$ cat src/rtl/route_concat.sv
// -----------------------------------------------------------------------------
// route_concat
//   Channel-concatenation stage for route layers. Two feature-map streams with
//   the same row-major pixel order are merged so that, for every pixel, all
//   channel beats of stream A are emitted, followed by all channel beats of
//   stream B.
//
// Optional feature macro: ROUTE_CONCAT_SWAP_EN
//   When defined, the Swap_Order input is present. It is latched at Start, and
//   when it is 1, B precedes A within each pixel.
//
// Ports
//   clk, rst            clock, asynchronous active-low reset
//   Start               one-cycle start pulse (sampled only in IDLE)
//   Next_Reg            synchronous abort/reload back to IDLE
//   Row_Num_Out_REG     feature width (= height) in pixels
//   Channel_A/B_Num_REG channel counts (multiples of 16); beats = count >> 4
//   S0_* / S1_*         input streams A / B (valid/ready)
//   M_*                 merged output stream (registered data/valid)
//   Last_Concat         high with the final output beat of the frame
//   Concat_Complete     one-cycle pulse once the frame has fully drained
// -----------------------------------------------------------------------------
module route_concat #(
  parameter int DATA_WIDTH            = 256,
  parameter int WIDTH_CHANNEL_NUM_REG = 11,
  parameter int WIDTH_FEATURE_SIZE    = 12
) (
  input  logic                             clk,
  input  logic                             rst,
  input  logic                             Start,
  input  logic                             Next_Reg,
  input  logic [WIDTH_FEATURE_SIZE-1:0]    Row_Num_Out_REG,
  input  logic [WIDTH_CHANNEL_NUM_REG-1:0] Channel_A_Num_REG,
  input  logic [WIDTH_CHANNEL_NUM_REG-1:0] Channel_B_Num_REG,
`ifdef ROUTE_CONCAT_SWAP_EN
  input  logic                             Swap_Order,
`endif
  input  logic [DATA_WIDTH-1:0]            S0_Data,
  input  logic                             S0_Valid,
  output logic                             S0_Ready,
  input  logic [DATA_WIDTH-1:0]            S1_Data,
  input  logic                             S1_Valid,
  output logic                             S1_Ready,
  output logic [DATA_WIDTH-1:0]            M_Data,
  output logic                             M_Valid,
  input  logic                             M_Ready,
  output logic                             Last_Concat,
  output logic                             Concat_Complete
);

  typedef enum logic [1:0] {
    IDLE  = 2'd0,
    SEL_A = 2'd1,
    SEL_B = 2'd2,
    DONE  = 2'd3
  } state_t;

  localparam logic [WIDTH_CHANNEL_NUM_REG-1:0] CH_ZERO = {WIDTH_CHANNEL_NUM_REG{1'b0}};
  localparam logic [WIDTH_CHANNEL_NUM_REG-1:0] CH_ONE  = {{(WIDTH_CHANNEL_NUM_REG-1){1'b0}}, 1'b1};
  localparam logic [WIDTH_FEATURE_SIZE-1:0]    FS_ZERO = {WIDTH_FEATURE_SIZE{1'b0}};
  localparam logic [WIDTH_FEATURE_SIZE-1:0]    FS_ONE  = {{(WIDTH_FEATURE_SIZE-1){1'b0}}, 1'b1};
  localparam logic [DATA_WIDTH-1:0]            DATA_ZERO = {DATA_WIDTH{1'b0}};

  // First non-empty source of a pixel, honouring the requested order.
  function automatic state_t first_src(input logic [WIDTH_CHANNEL_NUM_REG-1:0] ta,
                                       input logic [WIDTH_CHANNEL_NUM_REG-1:0] tb,
                                       input logic swap);
    if (swap) begin
      first_src = (tb != CH_ZERO) ? SEL_B : SEL_A;
    end else begin
      first_src = (ta != CH_ZERO) ? SEL_A : SEL_B;
    end
  endfunction

  state_t                           state_q, state_d;
  logic [WIDTH_CHANNEL_NUM_REG-1:0] ta_q, ta_d, tb_q, tb_d;
  logic [WIDTH_FEATURE_SIZE-1:0]    n_q, n_d;
  logic [WIDTH_CHANNEL_NUM_REG-1:0] cnt_beat_q, cnt_beat_d;
  logic [WIDTH_FEATURE_SIZE-1:0]    cnt_col_q, cnt_col_d, cnt_row_q, cnt_row_d;
  logic [DATA_WIDTH-1:0]            m_data_q, m_data_d;
  logic                             m_valid_q, m_valid_d;
  logic                             last_q, last_d;
  logic                             complete_q, complete_d;

  logic swap_s;        // order used by the running frame
  logic start_swap_s;  // order requested at Start
`ifdef ROUTE_CONCAT_SWAP_EN
  logic swap_q, swap_d;
  assign swap_s       = swap_q;
  assign start_swap_s = Swap_Order;
`else
  assign swap_s       = 1'b0;
  assign start_swap_s = 1'b0;
`endif

  logic [WIDTH_CHANNEL_NUM_REG-1:0] start_ta_s, start_tb_s;
  logic out_ld_s, a_acc_s, b_acc_s, a_end_s, b_end_s;
  logic pixel_end_s, col_last_s, row_last_s, frame_end_s;

  assign start_ta_s = Channel_A_Num_REG >> 4;
  assign start_tb_s = Channel_B_Num_REG >> 4;

  // Output register can take a new beat when empty or being drained.
  assign out_ld_s = ~m_valid_q | M_Ready;
  assign S0_Ready = (state_q == SEL_A) & out_ld_s;
  assign S1_Ready = (state_q == SEL_B) & out_ld_s;
  assign a_acc_s  = S0_Valid & S0_Ready;
  assign b_acc_s  = S1_Valid & S1_Ready;
  assign a_end_s  = a_acc_s & ((cnt_beat_q + CH_ONE) == ta_q);
  assign b_end_s  = b_acc_s & ((cnt_beat_q + CH_ONE) == tb_q);

  // A pixel ends on the last beat of whichever source comes second, or of the
  // only source when the other one is empty.
  assign pixel_end_s = (a_end_s & (swap_s | (tb_q == CH_ZERO))) |
                       (b_end_s & (~swap_s | (ta_q == CH_ZERO)));
  assign col_last_s  = (cnt_col_q + FS_ONE) == n_q;
  assign row_last_s  = (cnt_row_q + FS_ONE) == n_q;
  assign frame_end_s = pixel_end_s & col_last_s & row_last_s;

  assign M_Data          = m_data_q;
  assign M_Valid         = m_valid_q;
  assign Last_Concat     = last_q;
  assign Concat_Complete = complete_q;

  // Next-state, counter and output-register logic.
  always_comb begin
    state_d    = state_q;
    ta_d       = ta_q;
    tb_d       = tb_q;
    n_d        = n_q;
    cnt_beat_d = cnt_beat_q;
    cnt_col_d  = cnt_col_q;
    cnt_row_d  = cnt_row_q;
    m_data_d   = m_data_q;
    m_valid_d  = m_valid_q;
    last_d     = last_q;
    complete_d = 1'b0;
`ifdef ROUTE_CONCAT_SWAP_EN
    swap_d     = swap_q;
`endif

    case (state_q)
      IDLE: begin
        if (Start) begin
          ta_d       = start_ta_s;
          tb_d       = start_tb_s;
          n_d        = Row_Num_Out_REG;
          cnt_beat_d = CH_ZERO;
          cnt_col_d  = FS_ZERO;
          cnt_row_d  = FS_ZERO;
`ifdef ROUTE_CONCAT_SWAP_EN
          swap_d     = Swap_Order;
`endif
          // An empty frame (no channels or no pixels) goes straight to DONE.
          if (((start_ta_s == CH_ZERO) && (start_tb_s == CH_ZERO)) ||
              (Row_Num_Out_REG == FS_ZERO)) begin
            state_d = DONE;
          end else begin
            state_d = first_src(start_ta_s, start_tb_s, start_swap_s);
          end
        end else begin
          state_d = IDLE;
        end
      end
      SEL_A: begin
        if (a_end_s) begin
          cnt_beat_d = CH_ZERO;
          state_d    = pixel_end_s ? state_q : SEL_B;
        end else if (a_acc_s) begin
          cnt_beat_d = cnt_beat_q + CH_ONE;
        end else begin
          cnt_beat_d = cnt_beat_q;
        end
      end
      SEL_B: begin
        if (b_end_s) begin
          cnt_beat_d = CH_ZERO;
          state_d    = pixel_end_s ? state_q : SEL_A;
        end else if (b_acc_s) begin
          cnt_beat_d = cnt_beat_q + CH_ONE;
        end else begin
          cnt_beat_d = cnt_beat_q;
        end
      end
      DONE: begin
        if (!m_valid_q) begin
          complete_d = 1'b1;
          state_d    = IDLE;
        end else begin
          state_d = DONE;
        end
      end
      default: begin
        state_d = IDLE;
      end
    endcase

    // Pixel-end path shared by both source states.
    if (pixel_end_s) begin
      if (col_last_s) begin
        cnt_col_d = FS_ZERO;
        cnt_row_d = row_last_s ? FS_ZERO : (cnt_row_q + FS_ONE);
      end else begin
        cnt_col_d = cnt_col_q + FS_ONE;
      end
      state_d = frame_end_s ? DONE : first_src(ta_q, tb_q, swap_s);
    end else begin
      cnt_col_d = cnt_col_d;
    end

    // Output register: one beat of latency, holds while stalled.
    if (out_ld_s) begin
      m_valid_d = a_acc_s | b_acc_s;
      last_d    = frame_end_s;
      if (a_acc_s) begin
        m_data_d = S0_Data;
      end else if (b_acc_s) begin
        m_data_d = S1_Data;
      end else begin
        m_data_d = m_data_q;
      end
    end else begin
      m_valid_d = m_valid_q;
    end

    // Abort/reload overrides everything; any held beat is dropped.
    if (Next_Reg) begin
      state_d    = IDLE;
      cnt_beat_d = CH_ZERO;
      cnt_col_d  = FS_ZERO;
      cnt_row_d  = FS_ZERO;
      m_data_d   = DATA_ZERO;
      m_valid_d  = 1'b0;
      last_d     = 1'b0;
      complete_d = 1'b0;
    end else begin
      complete_d = complete_d;
    end
  end

  // State, configuration, counters and registered outputs.
  always_ff @(posedge clk or negedge rst) begin
    if (!rst) begin
      state_q    <= IDLE;
      ta_q       <= CH_ZERO;
      tb_q       <= CH_ZERO;
      n_q        <= FS_ZERO;
      cnt_beat_q <= CH_ZERO;
      cnt_col_q  <= FS_ZERO;
      cnt_row_q  <= FS_ZERO;
      m_data_q   <= DATA_ZERO;
      m_valid_q  <= 1'b0;
      last_q     <= 1'b0;
      complete_q <= 1'b0;
`ifdef ROUTE_CONCAT_SWAP_EN
      swap_q     <= 1'b0;
`endif
    end else begin
      state_q    <= state_d;
      ta_q       <= ta_d;
      tb_q       <= tb_d;
      n_q        <= n_d;
      cnt_beat_q <= cnt_beat_d;
      cnt_col_q  <= cnt_col_d;
      cnt_row_q  <= cnt_row_d;
      m_data_q   <= m_data_d;
      m_valid_q  <= m_valid_d;
      last_q     <= last_d;
      complete_q <= complete_d;
`ifdef ROUTE_CONCAT_SWAP_EN
      swap_q     <= swap_d;
`endif
    end
  end

endmodule

$ cat config.mk
export PLATFORM = sky130hd
export DESIGN_NAME = route_concat
export DESIGN_NICKNAME = d
export VERILOG_FILES = /design/src/rtl/route_concat.sv
export SDC_FILE = /design/constraint.sdc
export NUM_CORES = 1
export LEC_CHECK = 0
export ABC_AREA = 0
export BUFFER_PORTS_ARGS = -buffer_cell sky130_fd_sc_hd__buf_2
export CELL_PAD_IN_SITES_DETAIL_PLACEMENT = 0
export CELL_PAD_IN_SITES_GLOBAL_PLACEMENT = 2
export CORE_AREA = 2 2 313 315
export CTS_CLUSTER_DIAMETER = 100
export CTS_CLUSTER_SIZE = 16
export DETAILED_ROUTE_END_ITERATION = 16
export DIE_AREA = 0 0 315 317
export GPL_TIMING_DRIVEN = 0
export PLACE_DENSITY = 0.64
export SLEW_MARGIN = 15
export SYNTH_ARGS = -nofsm -noshare
export SYNTH_HDL_FRONTEND = slang
export SYNTH_SLANG_ARGS = --single-unit
$ cat constraint.sdc
create_clock -name clk -period 4.5 [get_ports clk]
set_input_delay 0.9 -clock clk [delete_from_list [all_inputs] [get_ports clk]]
set_output_delay 0.9 -clock clk [all_outputs]
set_load 0.01 [all_outputs]
==> flow_summary.json <==
{
  "start_util_pct": 17.4,
  "cts_buffers": 26,
  "antenna_found_initial": 39,
  "swShare_pct": 40.5,
  "ir_drop_uv": 257,
  "finalSetupViolations": 0,
  "fp.dieH_um": 317,
  "gp_congestion": 0.832,
  "cp_slowest_stage_delay_ns": 0.70,
  "num_rows": 114,
  "post-cts-setup-buffers": 0,
  "combPwrFrac_pct": 37.4,
  "drt_iter0_drc": 1132,
  "period_share_pct": 79.1,
  "synthCells": 1922,
  "cp_common_cell": "nand3_1",
  "layout-drive-gt1-share_pct": 33.2,
  "wl_um": 96200,
  "p_switching_mw": 4.20,
  "slowest_stage": "nor4b_2",
  "required_ns": 5.02,
  "cts-resized-gates": 0,
  "cts.sinks": 322,
  "pre_cts_ws_ns": 0.473,
  "finalNonFillerCells": 4059,
  "relSlewSlack_pct": 25.8,
  "critPathKind": "reg -> reg",
  "die_x_um": 315,
  "synthAdderAreaFrac_pct": 0.524,
  "yosys_register_bits": 322,
  "p_int_mw": 6.18,
  "power.total_mw": 10.4,
  "leakage_nw": 10.8,
  "seqCellArea_um2": 8060,
  "synth_warnings": 0,
  "ys_top_cells_by_area": "dfrtp_1 (48%), a311oi_1 (14%), nand2_1 (13%)",
  "synth-simple-area-share_pct": 24.0,
  "synth.distinct_cells": 72,
  "grt_start_max_net_pins": 87,
  "post_dp_cell_area_um2": 22400,
  "areaGrowthSynthToFinish_pct": 39.0,
  "grtUsageTotal_pct": 18.2,
  "cp-start-kind": "flop",
  "synth_compound_area_share_pct": 17.5,
  "cp-end-kind": "flop",
  "synth.mux.area_fraction_pct": 2.20,
  "hold_buffers": 0,
  "worst-path-max-fanout": 10,
  "dp_hpwl_um": 75800,
  "cts.clk_slew.worst_paths_ns": 0.07,
  "synth.top_cells.by_count": "nand2_1 (562), dfrtp_1 (322), nor2_1 (284)",
  "multi_input_area_um2": 7910,
  "vias_per_cell": 4.50,
  "cts_max_level": 1,
  "dp.cells": 4005,
  "yosysSeqAreaShare_pct": 48.2,
  "seqPwrFrac_pct": 39.6,
  "status": "completed",
  "max_cap_violations": 0,
  "yosys.area.top_type_share_pct": 48.2,
  "ant_nets": 0,
  "rsz0062_at_grt": "no",
  "fillers": 10900,
  "hold_viol": 0,
  "drt-pass1-iter-count": 5,
  "ios": 814,
  "final_util_pct": 24.1,
  "avgRoutedWirePerCell_um": 23.7,
  "clk_latency_ns": 0.59,
  "clock_path_buffers": 3,
  "arrival_ns": 4.07,
  "fmax_ghz": 0.281,
  "synth.cell_area_um2": 16700,
  "avgSynthCellArea_um2": 8.70,
  "yosysTopAreaCell": "dfrtp_1",
  "core-area_um2": 96300,
  "finalSetupTns_ns": 0,
  "drc": 0,
  "finalCriticalPeriod_ns": 3.56,
  "hold_class": "in -> async",
  "async_flop_share_pct": 100,
  "finalWorstSetupSlack_ns": 0.942,
  "whs_ns": 0.318,
  "synth_top_family_by_area": "simple AND/OR/NAND/NOR gates",
  "design_area_um2": 23200,
  "post-synth-top-count-cell": "nand2_1",
  "crit_chain": "ha_1, buf_2, nand4_1, mux2i_1, o32a_1, a2111oi_2, a41oi_1, nor4b_2, buf_4, nand3_1, nand3_1",
  "grt_pass1_vias": 18200,
  "synth_edf_count": 0,
  "synth-main-ff-cell": "dfrtp_1",
  "finClkSkew_ns": 0.0197,
  "synth_xor_area_share_pct": 3.10,
  "syn_nets": 2482,
  "via_count": 18300,
  "grt.overflow.total": 0,
  "grt_pass1_wl_um": 134000,
  "power_density_nw_per_um2": 447,
  "p_clk_share_pct": 23.1,
  "cts_tree": "yes",
  "timing_max_transition_violations_final": 0,
  "cts_root_buf": "clkbuf_16",
  "final_nets": 3317,
  "fp.dieArea_um2": 99900,
  "tightest_slew_ns": 1.11,
  "io_buffers": 804
}
[final timing paths]
path,start,cells after the start,slack [ns],endpoint
worst max register to register,cnt_beat_q[0],11,0.94,cnt_row_q[3]
worst min register to register,M_Data[203],2,0.55,M_Data[203]
min in group clk,M_Data[203],2,0.55,M_Data[203]
max in group asynchronous,rst,3,2.73,M_Data[124]
worst max-delay path,cnt_beat_q[0],11,0.94,cnt_row_q[3]
worst min-delay path,rst,1,0.32,M_Data[205]
[state kept, by name, summed over array words and instances (netlist names), 2 cells and up]
register    flops
M_Data        256
cnt_beat_q     11
cnt_col_q      12
cnt_row_q      12
n_q            12
state_q         2
ta_q            7
tb_q            7
[power groups by stage]
stage	Clock (mW)	Combinational, mW	Sequential, mW
after detailed placement	0	3.95	4.14
after floorplan	0	1.77	4.31
after CTS	2.49	3.96	4.11
after global placement	0	3.96	4.15
final	2.40	3.88	4.11
after global routing	2.57	4.26	4.20
[per-layer routing]
layer  GRT usage (%)  vias to the layer above  wire length (µm)
li1                -                     8452                 -
met2            30.5                      658             46800
met1            23.5                     9019             40700
met4            3.65                       18              1730
met5               0                        -               126
met3            4.62                      107              6830
[cell families after synthesis]
family          Yosys count
buf+inv                 186
compound gates          347
fa+ha+maj                 7
xor+xnor                 51
flops                   322
mux                      33
simple gates            976
[cell type report]
cell class | instances | share of cell area [%]
inverters | 13 | 0.210
multi-input cells | 1414 | 34.0
repair buffers | 807 | 17.7
well taps | 1276 | 6.87
clock inverters | 5 | 0.221
flip-flops and latches | 322 | 34.7
diodes | 18 | 0.194
clock buffers | 31 | 3.06
plain buffers | 173 | 3.08
[cells in the final DEF, fill, tap and decap left out, types with 24 or more instances in the layout]
master and n:
nor3_1 24, nor2_1 284, clkbuf_1 132, dfrtp_1 322, clkbuf_16 27, buf_2 815, nand3_1 24, a311oi_1 258
nand2_1 562, mux2_2 30, xnor2_1 28
[worst max-delay path, delay by kind of cell (launching register included)]
| family | cells | cell delay (ns) |
|---|---|---|
| AO/OA/AOI/OAI | 3 | 0.81 |
| AND/OR/NAND/NOR | 4 | 1.24 |
| buffers and inverters | 2 | 0.49 |
| adder cells (fa/ha/maj) | 1 | 0.20 |
| flip-flops | 1 | 0.52 |
| multiplexers | 1 | 0.24 |
Power figures use the tool's default switching activity.
